<file path="src/rtl/host_bus_arb.sv">
`timescale 1ns/1ps
`default_nettype none
// ============================================================================
// host_bus_arb : two-requester round-robin arbiter and access sequencer for
//                the shared 16-bit host register bus.
// Revision     : 1.0
// ============================================================================
module host_bus_arb #(
    parameter int ACC_CYC = 1
) (
    input  logic        host_clk,
    input  logic        host_rst_l,
    input  logic        m0_req,
    input  logic        m0_wr,
    input  logic [15:0] m0_addr,
    input  logic [15:0] m0_wdata,
    output logic        m0_ack,
    output logic [15:0] m0_rdata,
    input  logic        m1_req,
    input  logic        m1_wr,
    input  logic [15:0] m1_addr,
    input  logic [15:0] m1_wdata,
    output logic        m1_ack,
    output logic [15:0] m1_rdata,
    output logic [15:0] host_addr,
    output logic [15:0] host_wr_data,
    output logic        host_cs,
    output logic        host_rd_en,
    output logic        host_wr_en,
    input  logic [15:0] host_rd_data,
    output logic        busy,
    output logic        grant
);

    typedef enum logic [1:0] {
        IDLE = 2'd0,
        ACC  = 2'd1,
        ACK  = 2'd2
    } state_t;

    localparam logic [3:0] CNT_INIT = 4'(ACC_CYC - 1);

    state_t      state_q, state_d;
    logic [3:0]  cnt_q, cnt_d;
    logic        last_grant_q, last_grant_d;
    logic        grant_q, grant_d;
    logic        busy_q, busy_d;
    logic [15:0] host_addr_q, host_addr_d;
    logic [15:0] host_wr_data_q, host_wr_data_d;
    logic        host_cs_q, host_cs_d;
    logic        host_rd_en_q, host_rd_en_d;
    logic        host_wr_en_q, host_wr_en_d;
    logic        m0_ack_q, m0_ack_d;
    logic        m1_ack_q, m1_ack_d;
    logic [15:0] m0_rdata_q, m0_rdata_d;
    logic [15:0] m1_rdata_q, m1_rdata_d;

    logic        win;
    logic        win_wr;
    logic [15:0] cap_data;

    always_comb begin
        state_d        = state_q;
        cnt_d          = cnt_q;
        last_grant_d   = last_grant_q;
        grant_d        = grant_q;
        busy_d         = busy_q;
        host_addr_d    = host_addr_q;
        host_wr_data_d = host_wr_data_q;
        host_cs_d      = host_cs_q;
        host_rd_en_d   = host_rd_en_q;
        host_wr_en_d   = host_wr_en_q;
        m0_ack_d       = 1'b0;
        m1_ack_d       = 1'b0;
        m0_rdata_d     = m0_rdata_q;
        m1_rdata_d     = m1_rdata_q;
        // On a tie the requester that did not win last time takes the bus
        win            = (m0_req && m1_req) ? ~last_grant_q : m1_req;
        win_wr         = win ? m1_wr : m0_wr;
        cap_data       = host_rd_en_q ? host_rd_data : 16'h0000;

        case (state_q)
            IDLE: begin
                if (m0_req || m1_req) begin
                    state_d        = ACC;
                    cnt_d          = CNT_INIT;
                    grant_d        = win;
                    last_grant_d   = win;
                    busy_d         = 1'b1;
                    host_addr_d    = win ? m1_addr : m0_addr;
                    host_wr_data_d = win ? m1_wdata : m0_wdata;
                    host_cs_d      = 1'b1;
                    host_rd_en_d   = ~win_wr;
                    host_wr_en_d   = win_wr;
                end
            end
            ACC: begin
                // A single write strobe per grant, whatever the access length
                host_wr_en_d = 1'b0;
                if (cnt_q == 4'd0) begin
                    state_d        = ACK;
                    host_cs_d      = 1'b0;
                    host_rd_en_d   = 1'b0;
                    host_addr_d    = 16'h0000;
                    host_wr_data_d = 16'h0000;
                    if (grant_q) begin
                        m1_rdata_d = cap_data;
                        m1_ack_d   = 1'b1;
                    end else begin
                        m0_rdata_d = cap_data;
                        m0_ack_d   = 1'b1;
                    end
                end else begin
                    cnt_d = cnt_q - 4'd1;
                end
            end
            ACK: begin
                state_d = IDLE;
                busy_d  = 1'b0;
            end
            default: begin
                state_d = IDLE;
                busy_d  = 1'b0;
            end
        endcase
    end

    always_ff @(posedge host_clk or negedge host_rst_l) begin
        if (!host_rst_l) begin
            state_q        <= IDLE;
            cnt_q          <= 4'd0;
            last_grant_q   <= 1'b1;
            grant_q        <= 1'b0;
            busy_q         <= 1'b0;
            host_addr_q    <= 16'h0000;
            host_wr_data_q <= 16'h0000;
            host_cs_q      <= 1'b0;
            host_rd_en_q   <= 1'b0;
            host_wr_en_q   <= 1'b0;
            m0_ack_q       <= 1'b0;
            m1_ack_q       <= 1'b0;
            m0_rdata_q     <= 16'h0000;
            m1_rdata_q     <= 16'h0000;
        end else begin
            state_q        <= state_d;
            cnt_q          <= cnt_d;
            last_grant_q   <= last_grant_d;
            grant_q        <= grant_d;
            busy_q         <= busy_d;
            host_addr_q    <= host_addr_d;
            host_wr_data_q <= host_wr_data_d;
            host_cs_q      <= host_cs_d;
            host_rd_en_q   <= host_rd_en_d;
            host_wr_en_q   <= host_wr_en_d;
            m0_ack_q       <= m0_ack_d;
            m1_ack_q       <= m1_ack_d;
            m0_rdata_q     <= m0_rdata_d;
            m1_rdata_q     <= m1_rdata_d;
        end
    end

    assign m0_ack       = m0_ack_q;
    assign m1_ack       = m1_ack_q;
    assign m0_rdata     = m0_rdata_q;
    assign m1_rdata     = m1_rdata_q;
    assign host_addr    = host_addr_q;
    assign host_wr_data = host_wr_data_q;
    assign host_cs      = host_cs_q;
    assign host_rd_en   = host_rd_en_q;
    assign host_wr_en   = host_wr_en_q;
    assign busy         = busy_q;
    assign grant        = grant_q;

endmodule
`default_nettype wire
</file>
<file path="config.mk">
export PLATFORM = sky130hd
export DESIGN_NAME = host_bus_arb
export DESIGN_NICKNAME = d
export VERILOG_FILES = /design/src/rtl/host_bus_arb.sv
export SDC_FILE = /design/constraint.sdc
export NUM_CORES = 1
export LEC_CHECK = 0
export ABC_AREA = 1
export CORE_MARGIN = 5
export CORE_UTILIZATION = 35
export DETAILED_ROUTE_END_ITERATION = 6
export GPL_TIMING_DRIVEN = 0
export PLACE_DENSITY = 0.64
export SYNTH_ARGS = -nofsm -noshare
export SYNTH_HDL_FRONTEND = slang
export SYNTH_SLANG_ARGS = --single-unit
</file>
<file path="constraint.sdc">
create_clock -name host_clk -period 1.8 [get_ports host_clk]
set_input_delay 0.18 -clock host_clk [delete_from_list [all_inputs] [get_ports host_clk]]
set_output_delay 0.18 -clock host_clk [all_outputs]
set_load 0.05 [all_outputs]
</file>
# After elaboration in Yosys (flattened, before gate mapping)
# Cells that the tools add are included.
[totals]
reg_bits = 78
input_bits = 86
out_inout_bits = 71
elab_cells = 66
[classes]
addsub = 1
eq_ne = 4
mux = 30
bitwise = 4
n_reduce_logical = 13
[op_table]
columns = ["op", "count"]
rows = [
  ["$mux W16", 6],
  ["$pmux W16 S2", 2],
  ["$mux W1", 12],
  ["$reduce_and A3 Y1", 4],
  ["$mux W4", 2],
  ["$pmux W1 S2", 4],
  ["$pmux W4 S2", 1],
  ["$reduce_and A2 Y1", 4],
  ["$ne A2 B2 Y1 const B", 3],
  ["$logic_not A4 Y1", 1],
  ["$mux W2", 2],
  ["$not A1 Y1", 4],
  ["$pmux W2 S2", 1],
  ["$sub A4 B1 Y4 const B", 1],
  ["$eq A2 B1 Y1 const B", 1],
  ["$logic_not A2 Y1", 1],
  ["$reduce_bool A2 Y1", 1],
  ["$logic_and A1 B1 Y1", 1],
  ["$logic_or A1 B1 Y1", 1],
]

# Longest topological paths before layout
# Gate-level depths: netlist (run 1).
[depth]
depth_word = 6
depth_mapped = 8
ltp_nobuf = 7

# Worst setup path before layout (run 1)
# Ideal clock, no wire load.
[synth_path]
kind = "register -> register"
startpoint = "reg host_rd_en_q, in the netlist host_rd_en"
endpoint = "reg m0_rdata_q[0], in the netlist m0_rdata[0]"
arrival_time_ns = 1.311
required_time_ns = 1.726
path_slack_ns = 0.415
path_stages_with_launch = 5
period_less_slack_ns = 1.385
cell_sequence = "dfrtp_1 clkbuf_1 buf_2 nand2_1 o21ai_2"
[synth_between]
elab_chain_len = 1
[synth_lines]
columns = ["item", "line", "source"]
rows = [
  ["from (decl)", "51", "logic host_rd_en_q, host_rd_en_d;"],
  ["from (signal assigned)", "153", "host_rd_en_q <= host_rd_en_d;"],
  ["$mux W16", "80", "cap_data = host_rd_en_q ? host_rd_data : 16'h0000;"],
  ["to (signal assigned)", "157", "m0_rdata_q <= m0_rdata_d;"],
  ["to (decl)", "55", "logic [15:0] m0_rdata_q, m0_rdata_d;"],
]
# Every way passes these cells.
# A chain may end at the register's enable or synchronous reset.

# Worst setup path after layout (run 1)
[layout_path]
startpoint = "reg m0_rdata_q[5], in the netlist m0_rdata[5]"
endpoint = "out m0_rdata[5]"
[layout_lines]
columns = ["item", "line", "source"]
rows = [
  ["to (decl)", "18", "output logic [15:0] m0_rdata,"],
]
# No word-level cell between the ends.

==> results of run 1 <==
[power by group through the flow]
stage	sequential, mW	combinational (mW)	clock (mW)
2_1_floorplan	5.33	1.95	0
3_3_place_gp	2.94	6.50	0
3_5_place_dp	2.96	6.56	0
4_1_cts	2.94	6.57	1.52
5_1_grt	3.05	6.93	1.61
6_report	2.93	6.49	1.47
[cells by family (layout without fill, tap and decap cells)]
family	count (synthesis)	count (layout)
compound gates	104	104
xor+xnor	1	1
fa+ha+maj	2	2
buf+inv	96	269
flops	78	78
simple gates	118	118
[layout by cell type (no fill, tap or decap), drive strengths merged]
cell             n
dfstp            1
o211ai          32
ha               2
nand4            1
dlymetal6s2s     1
xor2             1
nand3            4
dfrtp           77
nor2            11
clkdlybuf4s50  153
clkinv           2
dlygate4sd3      1
nand2          101
clkbuf          12
dlygate4sd2      1
o21ai           72
and2             1
buf             22
inv             75
bufinv           2
[path summary, 6_finish.rpt]
check	startpoint	end	cells after the start
max	m0_rdata[5]	m0_rdata[5]	1
min	host_rst_l	cnt_q[0]	2
max reg2reg	cnt_q[0]	host_addr[5]	6
min reg2reg	last_grant_q	last_grant_q	2
max in group asynchronous	host_rst_l	last_grant_q	3
min in group host_clk	host_rd_data[11]	m0_rdata[11]	3
[cell type report]
type,count,area [µm²],share of cell area [%]
timing repair buffer,158,1600,28.3
tap,136,170,3.01
inverter,75,284,5.03
multi-input combinational,225,1270,22.5
buffer,21,146,2.59
sequential,78,1950,34.6
clock buffer,11,151,2.68
clock inverter,4,70.1,1.24
[per-stage QoR]
| stage | setup slack, ps | total power, mW | cells | TNS [ps] | cell area [µm²] |
|---|---|---|---|---|---|
| floorplan | 415 | 7.27 | 399 | 0 | 3650 |
| global placement | -2320 | 9.44 | 691 | -179400 | 5390 |
| detailed placement | 132 | 9.52 | 692 | 0 | 5410 |
| CTS | 51.6 | 11.0 | 708 | 0 | 5640 |
| global route | 2.63 | 11.6 | 708 | 0 | 5640 |
| finish | 64.4 | 10.9 | 708 | 0 | 5640 |
[per-layer routing]
layer	track usage, %	vias to the layer above	routed length, µm
li1	-	1598	-
met1	21.4	1497	4510
met2	27.0	117	4820
met3	6.42	13	942
met4	5.85	0	170
met5	0	-	0
[state kept, by name (all words and copies together), names as in the netlist]
name and flops:
host_wr_en 1, m1_ack 1, host_wr_data 16, busy 1
grant 1, host_addr 16, cnt_q 4, host_rd_en 1
state_q 2, m0_rdata 16, host_cs 1, m0_ack 1
m1_rdata 16, last_grant_q 1
[repair_timing]
| item | CTS | global route |
|---|---|---|
| hold endpoints to repair | 33 | 0 |
| setup buffers | 0 | 0 |
| hold buffers | 1 | 0 |
| cloned | 0 | 0 |
| endpoints found under the setup margin | 1 | 1 |
| gates resized for setup | 1 | 1 |
[worst register-to-register path: stages (launching register included)]
cell	delay [ps]
dfrtp_1	410
inv_1	110
ha_1	210
nand2_4	100
o21ai_2	250
buf_2	290
o21ai_0	130
==> out/qor.txt, run 1 <==
XOR/XNOR share of the synthesized area = 0.240%
layout cell share with drive strength beyond 1 = 13.8%
Clk pwr share = 13.5%
Net Sw Frac = 49.6%
Antenna Nets Post-Route = 0
status = complete, no violations
hold_ws = 327 ps
CTS tree = built
DRC viols = 0
largest net degree at the start of global routing = 46
Hold WC Path Type = input port to async pin
Int Power = 5.49 mW
Ant. Diodes = 0
power density cells = 1930 nW/µm²
synth cell count leaders = nand2_1 (98), dfrtp_1 (77), inv_1 (73)
initial antenna violation count = 0
I/O pin cnt = 157
clock sink count = 78
largest family of logic cells by synthesized area = compound AO/OA/AOI/OAI gates
simple-gate portion of the synthesized area = 13.9%
H-tree Lvls = 3
startpoint types = flip-flop
Psw = 5.39 mW
Arr. time, crit path = 1560 ps
vias in the first global route = 3312
Clock Tree Root = clkbuf_8
Final Hold Viols = 0
MaxCap Viol Count = 0
Syn Area/Cell = 9.16 µm²
Core Rows = 37
cell taking the most area after synthesis = dfrtp_1
synthesized cell area = 3650 µm²
number of flops mapped to enable cells by yosys = 0
Worst setup EP type = output pin
Post-Route WL = 10.4 mm
synth top area cells = dfrtp_1 (53%), nand2_1 (10%), inv_1 (7.5%), o21ai_2 (7.4%), o211ai_1 (6.6%)
Clk Latency, worst-skew pair = 340 ps
critical path class = flip-flop to output pin
Worst path max stage delay = 850 ps
asr flop ratio synth = 100%
Initial DRT Pass Iterations = 4
Max Slew Vio Count = 0
Seq pwr share = 26.9%
DR WL/cell = 14.7 µm
CP delay by family, top = buffers and inverters
CP Data Required Time = 1620 ps
Comb power frac = 59.6%
Core Area = 10300 µm²
worst path bufs/invs = 1
total grt overflow = 0
dpl hpwl = 7.83 mm
Via density = 4.56
GPL Wtd Cong = 0.800
Main synth FF type = dfrtp_1
first-pass GRT wire length = 17.2 mm
fin crit share = 96.4%
RSZ-0062 raised after global routing = no
achievable clock frequency = 576 MHz
initial detailed-routing violation count = 124
YS warnings = 0
Final Setup Violations = 0
CTS Buffer Depth = 2
crit-path cells = clkdlybuf4s50_1
Overall Global Routing Usage = 17.0%
register area share after synthesis = 53.4%
critical-path maximum fanout = 2
worst slew pin tran = 555 ps
Initial Util = 35.6%
Slew Limit Headroom = 62.9%
Worst Skew = 6.68 ps
Finished Core Util = 54.9%
synth-to-layout area growth = 54.4%
fillcell total = 992
Syn Inst Count = 399
Synth Area in Adders = 0.685%
P_leak = 2.65 nW
die width = 112 µm
port bufs = 156
Synth Area in Compound Gates = 19.9%
FF-to-FF setup slack = 170 ps
overall die height = 112 µm
CTS Buf Count = 9
total number of vias = 3225
# nets final = 656
Final min period = 1740 ps
clk slew on worst S/H paths = 80 ps
Synth Net Count = 487
Seq cells post-synth = 78
mux share of post-synthesis cell area = 0%
VDD IR max = 0.925 mV
Die ar. = 12600 µm²
Yosys cell types = 25
Yosys top cell area share = 52.7%
Worst path slowest cell = clkdlybuf4s50_1
most common cell in the netlist = nand2_1
Power figures use the tool's default switching activity.
==> inputs of run 2 (changes only) <==
- ABC_CLOCK_PERIOD_IN_PS: unset -> 1800
- CORE_MARGIN: 5 -> unset
- SLEW_MARGIN: unset -> 25
==> run 2 against run 1 <==
Against the previous run:
- combinational power is essentially flat
- via count grew 1.1%
- final cell count fell by 0.28%
- critical path depth unchanged
- flip-flop and latch count unchanged
- hold slack better by 63 ps
- wire length fell by 3.9%
- sequential share of layout area increased by 0.20 points
- die area down 14%
- largest cell class unchanged
==> out/qor.txt, run 2 (synthesized netlist as in run 1, its figures left out) <==
layout cell share with drive strength beyond 1 = 14.0% (+0.15 points)
Core Area = 9950 µm² (-3.1%)
initial detailed-routing violation count = 102 (-18%)
Arr. time, crit path = 1550 ps (about the same)
clock sink count = 78 (unchanged)
placed cells = 689 (-0.43%)
power density cells = 1920 nW/µm² (-0.42%)
achievable clock frequency = 578 MHz (+0.31%)
initial antenna violation count = 0 (unchanged)
status = complete, no violations
Worst Skew = 14.7 ps (+8.06 ps)
CP Data Required Time = 1620 ps (about the same)
FF-to-FF setup slack = 180 ps (about the same)
Final Hold Viols = 0 (unchanged)
Worst path slowest cell = clkdlybuf4s50_1
Overall Global Routing Usage = 18.8% (+1.8 points)
Antenna Nets Post-Route = 0 (unchanged)
critical path class = flip-flop to output pin
Clk pwr share = 12.6% (-0.9 points)
worst setup path endpoint = host_addr[14]
hold_ws = 391 ps (+63.4 ps)
Crit path depth = 1 (unchanged)
fin crit share = 96.1% (-0.29 points)
Ant. Diodes = 0 (unchanged)
I/O pin cnt = 157 (unchanged)
Reg2Reg Launch Point = cnt_q[0]
largest net degree at the start of global routing = 51 (+11%)
DR WL/cell = 14.2 µm (-3.6%)
Final Setup Violations = 0 (unchanged)
Post-Route WL = 10.0 mm (-3.9%)
first-pass GRT wire length = 16.1 mm (-6.3%)
MaxCap Viol Count = 0 (unchanged)
Slew Limit Headroom = 55.9% (-7.0 points)
H-tree Lvls = 3 (unchanged)
setup ws final = 69.7 ps (+5.30 ps)
total power = 10.8 mW (-1.0%)
clk slew on worst S/H paths = 90 ps (about the same)
GPL Wtd Cong = 0.804 (+0.51%)
CP delay by family, top = buffers and inverters
pre-CTS WS = 95.7 ps (-36.6 ps)
# nets final = 656 (unchanged)
Worst R2R Path Depth = 6 (unchanged)
CP Launch Point = host_addr[14]
Core Rows = 36 (-2.7%)
Seq pwr share = 27.3% (+0.4 points)
Finished Layout Cells = 706 (-0.28%)
Finished Core Util = 56.4% (+1.5 points)
Worst setup EP type = output pin
P_leak = 2.62 nW (-1.1%)
startpoint types = flip-flop
synth-to-layout area growth = 53.5%
Initial DRT Pass Iterations = 4 (unchanged)
Via density = 4.62 (+1.3%)
dpl hpwl = 7.40 mm (-5.4%)
Clk Latency, worst-skew pair = 350 ps (about the same)
Die ar. = 10900 µm² (-14%)
total grt overflow = 0 (unchanged)
CTS tree = built
DRC viols = 0 (unchanged)
Max Slew Vio Count = 0 (unchanged)
most frequent cells in the layout = clkdlybuf4s50_1 (154), nand2_1 (98), dfrtp_1 (77)
RSZ-0062 raised after global routing = no
crit-path cells = clkdlybuf4s50_1
Int Power = 5.30 mW (-3.4%)
commonest non-fill, non-tap cell in the layout = clkdlybuf4s50_1
CTS Buf Count = 9 (unchanged)
design area = 5610 µm² (-0.58%)
worst r2r dst = host_addr[5]
Initial Util = 36.7% (+1.2 points)
die width = 104 µm (-7.1%)
Hold WC Path Type = input port to async pin
Clock Tree Root = clkbuf_8
critical-path maximum fanout = 2 (unchanged)
Worst path max stage delay = 840 ps (about the same)
worst slew pin tran = 662 ps (+107 ps)
setup TNS = 0 ps (unchanged)
Placed Area = 5400 µm² (-0.21%)
total number of vias = 3259 (+1.1%)
Comb power frac = 60.1% (+0.5 points)
overall die height = 104 µm (-7.1%)
CTS Buffer Depth = 2 (unchanged)
Final min period = 1730 ps (-5.30 ps)
worst path bufs/invs = 1 (unchanged)
Psw = 5.47 mW (+1.5%)
Net Sw Frac = 50.8% (+1.2 points)
vias in the first global route = 3274 (-1.1%)
VDD IR max = 0.945 mV (+2.2%)
port bufs = 156 (unchanged)
[run 2: worst reg2reg max path: stages (launching register included)]
cell and delay, ps:
dfrtp_1 420, inv_1 110, ha_1 200, nand2_4 100
o21ai_2 260, buf_2 290, o21ai_0 130
[run 2: timing repair]
| action | in CTS | in global routing |
|---|---|---|
| hold buffers | 1 | 0 |
| buffers inserted | 0 | 0 |
| endpoints found under the setup margin | 1 | 0 |
| hold endpoints to repair | 48 | 0 |
| resized for setup | 1 | 0 |
[run 2: how the worst min path moves through the flow]
| stage | slack [ps] | end | cells after the start |
|---|---|---|---|
| 6_report | 390 | host_cs | 2 |
| 5_1_grt | 400 | m0_rdata[11] | 3 |
| 4_1_cts | 390 | m0_rdata[11] | 3 |
| 3_3_place_gp | 460 | last_grant_q | 2 |
| 2_1_floorplan | -120 | busy | 0 |
| 3_5_place_dp | 270 | host_wr_data[7] | 1 |
[run 2: cell type report]
| class | count | area, µm² |
|---|---|---|
| Inverter | 75 | 284 |
| Clock inverter | 7 | 78.8 |
| Sequential cell | 78 | 1950 |
| Clock buffer | 9 | 124 |
| Timing Repair Buffer | 158 | 1590 |
| Multi-Input combinational cell | 225 | 1270 |
| Fill cell | 930 | 4340 |
| Tap cell | 133 | 166 |
| Buffer | 21 | 146 |
[run 2: layer usage]
| metal | vias up | track usage (%) | wire length, µm |
|---|---|---|---|
| met2 | 118 | 29.5 | 4500 |
| met1 | 1523 | 24.5 | 4580 |
| met3 | 9 | 6.52 | 817 |
| met4 | 0 | 5.61 | 126 |
| met5 | - | 0 | 0 |
| li1 | 1609 | - | - |
[run 2: power by group through the flow]
stage / clock (mW) / combinational (mW) / sequential, mW
final: 1.36 / 6.48 / 2.94
after CTS: 1.40 / 6.55 / 2.95
after global placement: 0 / 6.48 / 2.95
after global routing: 1.48 / 6.90 / 3.03
after floorplan: 0 / 1.95 / 5.33
after detailed placement: 0 / 6.54 / 2.97
